[config.mk]
export PLATFORM = sky130hd
export DESIGN_NAME = life_support_sequencer
export DESIGN_NICKNAME = d
export VERILOG_FILES = /design/src/rtl/life_support_sequencer.sv
export SDC_FILE = /design/constraint.sdc
export NUM_CORES = 1
export LEC_CHECK = 0
export ABC_AREA = 1
export CORE_ASPECT_RATIO = 2
export CORE_MARGIN = 3
export CORE_UTILIZATION = 49
export DETAILED_ROUTE_END_ITERATION = 7
export DONT_BUFFER_PORTS = 1
export GPL_TIMING_DRIVEN = 0
export HOLD_SLACK_MARGIN = 0.15
export PLACE_DENSITY = 0.69
export SETUP_SLACK_MARGIN = 0.5
export SLEW_MARGIN = 15
export SYNTH_ARGS = -nofsm -noshare
export SYNTH_HDL_FRONTEND = slang
export SYNTH_SLANG_ARGS = --single-unit
export TNS_END_PERCENT = 20
[constraint.sdc]
create_clock -name clk -period 3.9 [get_ports clk]
set_clock_uncertainty 0.1 [all_clocks]
set_input_delay 0.585 -clock clk [delete_from_list [all_inputs] [get_ports clk]]
set_output_delay 0.585 -clock clk [all_outputs]
set_load 0.03 [all_outputs]
[src/rtl/life_support_sequencer.sv]
// life_support_sequencer
// Priority mode/supply controller for the LifeSupport datapath. Crew requests
// (defense, stealth, attack) are arbitrated against ship health (fatal, O2,
// power, temperature) by a registered Moore FSM with dwell and cooldown timers.
//
// Ports:
//   clk          system clock, rising edge
//   rst          synchronous reset, active-low
//   req_def      crew defense request (level)
//   req_sth      crew stealth request (level)
//   atk          attack indication, acts as an implicit defense request
//   outpower     LifeSupport power readback (N bits, unsigned)
//   outo2        LifeSupport O2 readback (N bits, unsigned)
//   outtemp      LifeSupport temperature readback (N bits, unsigned)
//   fatal        LifeSupport fatal flag
//   mode         LifeSupport mode: 0000 idle, 0100 defense, 1000 stealth
//   chrg         LifeSupport charge select
//   o2sup        LifeSupport O2 supply select
//   state        current FSM state code (telemetry)
//   sth_blocked  stealth cooldown active
//   alarm        high while in SAFE
module life_support_sequencer #(
  parameter int unsigned N        = 32,
  parameter int unsigned PWR_LOW  = 20,
  parameter int unsigned PWR_TGT  = 200,
  parameter int unsigned O2_LOW   = 50,
  parameter int unsigned O2_TGT   = 150,
  parameter int unsigned TEMP_MAX = 90,
  parameter int unsigned DWELL    = 8,
  parameter int unsigned COOL     = 16
) (
  input  logic         clk,
  input  logic         rst,
  input  logic         req_def,
  input  logic         req_sth,
  input  logic         atk,
  input  logic [N-1:0] outpower,
  input  logic [N-1:0] outo2,
  input  logic [N-1:0] outtemp,
  input  logic         fatal,
  output logic [3:0]   mode,
  output logic         chrg,
  output logic         o2sup,
  output logic [2:0]   state,
  output logic         sth_blocked,
  output logic         alarm
);

  localparam int unsigned DW = $clog2(DWELL + 1);
  localparam int unsigned CW = $clog2(COOL + 1);

  typedef enum logic [2:0] {
    S_IDLE    = 3'd0,
    S_DEFENSE = 3'd1,
    S_STEALTH = 3'd2,
    S_CHARGE  = 3'd3,
    S_REFILL  = 3'd4,
    S_SAFE    = 3'd5
  } state_t;

  state_t        state_q;
  state_t        state_d;
  logic [DW-1:0] dwell_cnt;
  logic [DW-1:0] dwell_d;
  logic [CW-1:0] cool_cnt;
  logic [CW-1:0] cool_d;
  logic [DW-1:0] safe_cnt;
  logic [DW-1:0] safe_d;

  logic [3:0]    mode_d;
  logic          chrg_d;
  logic          o2sup_d;
  logic          alarm_d;

  // Readback qualifiers, all unsigned N-bit compares
  logic def_want_c;
  logic pwr_low_c;
  logic pwr_zero_c;
  logic pwr_full_c;
  logic o2_low_c;
  logic o2_full_c;
  logic temp_hot_c;
  logic blocked_c;
  logic dwell_done_c;
  logic safe_done_c;

  assign def_want_c   = req_def | atk;
  assign pwr_low_c    = outpower <  N'(PWR_LOW);
  assign pwr_zero_c   = outpower == '0;
  assign pwr_full_c   = outpower >= N'(PWR_TGT);
  assign o2_low_c     = outo2    <  N'(O2_LOW);
  assign o2_full_c    = outo2    >= N'(O2_TGT);
  assign temp_hot_c   = outtemp  >= N'(TEMP_MAX);
  assign blocked_c    = cool_cnt != '0;
  assign dwell_done_c = dwell_cnt == '0;
  // The DWELL-th consecutive clean sample releases SAFE on that same edge
  assign safe_done_c  = !fatal && (safe_cnt == DW'(DWELL - 1));

  // State, counter and output registers
  always_ff @(posedge clk) begin
    if (!rst) begin
      state_q     <= S_IDLE;
      dwell_cnt   <= '0;
      cool_cnt    <= '0;
      safe_cnt    <= '0;
      mode        <= 4'b0000;
      chrg        <= 1'b0;
      o2sup       <= 1'b0;
      alarm       <= 1'b0;
      sth_blocked <= 1'b0;
    end else begin
      state_q     <= state_d;
      dwell_cnt   <= dwell_d;
      cool_cnt    <= cool_d;
      safe_cnt    <= safe_d;
      mode        <= mode_d;
      chrg        <= chrg_d;
      o2sup       <= o2sup_d;
      alarm       <= alarm_d;
      sth_blocked <= cool_d != '0;
    end
  end

  assign state = state_q;

  // Next-state and timer update
  always_comb begin
    state_d = state_q;
    dwell_d = dwell_cnt;
    cool_d  = cool_cnt;
    safe_d  = '0;

    if (fatal) begin
      state_d = S_SAFE;
    end else if (o2_low_c && (state_q != S_SAFE)) begin
      state_d = S_REFILL;
    end else begin
      case (state_q)
        S_IDLE: begin
          if (pwr_low_c)                   state_d = S_CHARGE;
          else if (def_want_c)             state_d = S_DEFENSE;
          else if (req_sth && !blocked_c)  state_d = S_STEALTH;
        end
        S_DEFENSE: begin
          if (pwr_zero_c)                        state_d = S_CHARGE;
          else if (dwell_done_c && !def_want_c)  state_d = S_IDLE;
        end
        S_STEALTH: begin
          if (def_want_c)                     state_d = S_DEFENSE;
          else if (pwr_zero_c)                state_d = S_CHARGE;
          else if (temp_hot_c)                state_d = S_IDLE;
          else if (dwell_done_c && !req_sth)  state_d = S_IDLE;
        end
        S_CHARGE: begin
          if (pwr_full_c) state_d = S_IDLE;
        end
        S_REFILL: begin
          if (o2_full_c) state_d = pwr_low_c ? S_CHARGE : S_IDLE;
        end
        S_SAFE: begin
          if (safe_done_c) state_d = S_IDLE;
        end
        default: state_d = S_IDLE;
      endcase
    end

    // Dwell loads only on a real entry; a held request never restarts it
    if (((state_d == S_DEFENSE) || (state_d == S_STEALTH)) && (state_d != state_q)) begin
      dwell_d = DW'(DWELL - 1);
    end else if (!dwell_done_c) begin
      dwell_d = dwell_cnt - DW'(1);
    end

    // Cooldown arms on any departure from STEALTH
    if ((state_q == S_STEALTH) && (state_d != S_STEALTH)) begin
      cool_d = CW'(COOL);
    end else if (blocked_c) begin
      cool_d = cool_cnt - CW'(1);
    end

    // Clean-cycle count in SAFE; any fatal sample restarts qualification
    if ((state_q == S_SAFE) && !fatal && !safe_done_c) begin
      safe_d = safe_cnt + DW'(1);
    end
  end

  // Moore decode of the upcoming state, registered alongside it
  always_comb begin
    mode_d  = 4'b0000;
    chrg_d  = 1'b0;
    o2sup_d = 1'b0;
    alarm_d = 1'b0;
    case (state_d)
      S_DEFENSE: mode_d = 4'b0100;
      S_STEALTH: mode_d = 4'b1000;
      S_CHARGE:  chrg_d = 1'b1;
      S_REFILL:  o2sup_d = 1'b1;
      S_SAFE: begin
        chrg_d  = 1'b1;
        o2sup_d = 1'b1;
        alarm_d = 1'b1;
      end
      default: ;
    endcase
  end

endmodule

==> metrics.md <==
| Metric | Value |
|---|---|
| Synth Instances | `304` |
| Total of max-cap violations | `0` |
| Max IR drop VDD | `between 400 and 500 µV` |
| Cts-stage hold buffer count | `0` |
| CTS tree | `done` |
| Post-CTS setup buffers | `0` |
| Hold path depth | `2` |
| Largest net degree at the start of global routing | `13` |
| Vias in the first global route | `between 1500 and 2000` |
| First-pass GRT wire length | `approximately 6.4 mm` |
| Initial antenna violation count | `0` |
| Die Y-Extent | `around 93 µm` |
| Fmax | `around 0.45 GHz` |
| Actual slew at the worst max-slew pin | `about 0.52 ns` |
| ANT cells | `0` |
| Die ar. | `between 4000 and 5000 µm²` |
| Worst-path cell chain | `nand2_1 > nor2_2 > nand4_1 > nor2_1 > nor2_1 > nand2_1 > nor2_1 > nand3_1 > nand2_2 > nand3_4 > nand2_4 > inv_4 > nor2_2 > nor2_1 > nor2_1` |
| Crit path time final | `approximately 2.2 ns` |
| Worst Path Max Fanout | `7` |
| Cells on worst reg2reg path | `15` |
| Starting Density | `around 51%` |
| Vias | `~1800` |
| First DRT Iteration DRCs | `10` |
| TritonCTS sink count | `22` |
| WL/cell | `11.5 µm` |
| Reg-to-reg endpoint | `sth_blocked` |
| CP endpoint kind | `flip-flop` |
| Htree depth | `1` |
| Gr usage total | `about 17%` |
| # placed instances | `between 300 and 400` |
| Area share of the largest cell type after synthesis | `a little under a quarter` |
| Synthesized flop and latch total | `22` |
| Share of cells above drive strength 1 | `about 17%` |
| Cell mode on critical path | `nor2_1` |
| Synth warn | `0` |
| Setup_tns | `0 ns` |
| Worst r2r src | `state[1]` |
| Post-cts sizing count | `0` |
| Die width | `around 50 µm` |
| Iteration count of the initial detailed-routing pass | `4` |
| Hold Path Class | `input port to flip-flop` |
| Hold Fails Final Rpt | `0` |
| Core area | `3650 µm²` |
| WHS Endpoint | `cool_cnt[0]` |
| Row count | `31` |
| Clk root buf | `clkbuf_8` |
| DR vias/cell | `slightly below 5` |
| Synth top area cells | `dfxtp_1 (24%), nor2_1 (15%), nand2_1 (13%)` |
| GR Overflow Total | `0` |
| Clock transition at the registers of the reported paths | `0.08 ns` |
| Final nets | `roughly 420` |
| Leakage power | `0.907 nW` |
| Clock tree buffer depth | `2` |
| Fin cells | `around 360` |
| Slowest stage cell on the critical path | `dfxtp_1` |
| Remaining antenna violation count | `0` |
| DPL Wire Length | `between 3 and 4 mm` |
| Final Max Tran Viols | `0` |
| Fin crit share | `56.7%` |
| Yosys cell types | `37` |
| IO Port Bufs | `0` |
| CP startpoint kind | `flip-flop` |
| Hold wc startpoint | `rst` |
| Sequential share of the synthesized area | `a little under a quarter` |
| Crit path DAT | `~2.2 ns` |
| Status | `completed` |
| Synth-to-Final Area Change | `6.44%` |
| Worst EP required | `between 3 and 4 ns` |
| Yosys top cell by area | `dfxtp_1` |
| Post-Route WL | `between 4 and 5 mm` |
| Routability Congestion | `approximately 0.87` |
| Critical path class | `flip-flop to flip-flop` |
| RSZ-0062 raised after global routing | `false` |
| Worst slew margin | `65.4%` |
| R2R Setup Slk | `roughly 1.7 ns` |
| CTS buffer count | `3` |
| # setup viols final | `0` |
| IO Count | `about 110` |
| Crit path launch | `state[1]` |
| Avg Synthesized Cell Area | `6.14 µm²` |
| Synth Cell Area | `around 1900 µm²` |
| CP max stage delay | `around 0.65 ns` |
| P per Cell Area | `around 420 nW/µm²` |
| Fill count | `398` |
| DRC violations left | `0` |
| Worst-Skew Late Latency | `0.25 ns` |
-- per-layer routing --
layer  GRT usage, %  share of wire (%)
met5              0                  0
met4           7.16                2.1
met3           1.75                5.3
met2           35.2                 59
met1           15.8                 33
-- worst max-delay path, delay by kind of cell, from the launching register on --
family                 cells  cell delay, ns
and+or+nand+nor           14            1.25
DFF                        1            0.65
buffers and inverters      1            0.08
-- stage by stage --
| step | area (µm²) | setup WS [ns] | utilization (%) | hold slack (ns) | total power, mW |
|---|---|---|---|---|---|
| after floorplan | 1870 | 1.83 | - | 0.318 | 0.633 |
| after global placement | 1930 | 1.62 | 53.0 | 0.334 | 0.686 |
| after detailed placement | 1930 | 1.63 | 53.0 | 0.344 | 0.691 |
| after CTS | 1990 | 1.64 | 54.5 | 0.341 | 0.851 |
| after global routing | 1990 | 1.43 | 54.5 | 0.345 | 0.912 |
| final | 1990 | 1.69 | 54.5 | 0.347 | 0.840 |
-- cells in the final DEF (no fill, tap or decap), drive strengths merged --
| master | instances |
|---|---|
| nand2 | 73 |
| nor3b | 1 |
| ha | 4 |
| nor3 | 9 |
| dfxtp | 22 |
| a21oi | 8 |
| nand3b | 1 |
| nor2 | 92 |
| o21ai | 9 |
| conb | 2 |
| inv | 39 |
| buf | 3 |
| xor2 | 6 |
| clkbuf | 5 |
| o21bai | 1 |
| or2 | 3 |
| nand3 | 18 |
| nor4 | 1 |
| clkinv | 2 |
| nand4 | 10 |
-- how the worst max path moves through the flow --
stage          cells past startpoint           end  slack, ns
3_3_place_gp                      16   sth_blocked       1.62
6_report                          15   sth_blocked       1.69
2_1_floorplan                     15  dwell_cnt[1]       1.83
5_1_grt                           15   sth_blocked       1.43
4_1_cts                           15   sth_blocked       1.64
3_5_place_dp                      16   sth_blocked       1.63
-- synthesized netlist by cell type --
library cell / instances
nor3b_1: 1
inv_1: 35
nor2_4: 3
nand3_2: 3
nor2_8: 1
clkbuf_1: 1
a21oi_1: 5
dfxtp_1: 22
inv_2: 3
nand4_2: 1
o21bai_2: 1
nand2_2: 8
nor3_1: 7
nor2_1: 77
nand3b_4: 1
nand2_1: 63
conb_1: 1
o21ai_2: 1
nand3_4: 1
nor3_2: 1
nand3_1: 14
inv_4: 1
or2_2: 2
or2_1: 1
ha_1: 4
o21ai_0: 4
buf_4: 2
nand4_1: 9
nor2_2: 11
a21oi_2: 3
nor3_4: 1
nand2_4: 2
buf_6: 1
clkinv_1: 2
nor4_1: 1
xor2_1: 6
o21ai_1: 4
-- area by class of cell --
type                       count  area (µm²)  share of cell area (%)
multi-input combinational    238        1240                    62.6
sequential                    22         440                    22.2
inverter                      41         156                    7.88
tap                           49        61.3                    3.09
clock buffer                   4        55.1                    2.77
buffer                         4        30.0                    1.51
-- power breakdown --
| part | switching, mW | internal (mW) |
|---|---|---|
| clock | 0.0660 | 0.0897 |
| combinational | 0.214 | 0.149 |
| sequential | 0.0500 | 0.270 |
| total | 0.330 | 0.509 |
-- registers in the layout, indices dropped and copies added (netlist names) --
register / cells
cool_cnt: 5
state: 3
alarm: 1
chrg: 1
mode: 2
dwell_cnt: 4
safe_cnt: 4
sth_blocked: 1
o2sup: 1
-- cells by family after synthesis --
family	synth area share [%]
simple gates	54.7
buf+inv	9.99
flops	23.6
compound gates	5.97
xor+xnor	2.82
fa+ha+maj	2.68
other cells	0.201
Note: power is estimated with default switching activity, not from simulation.
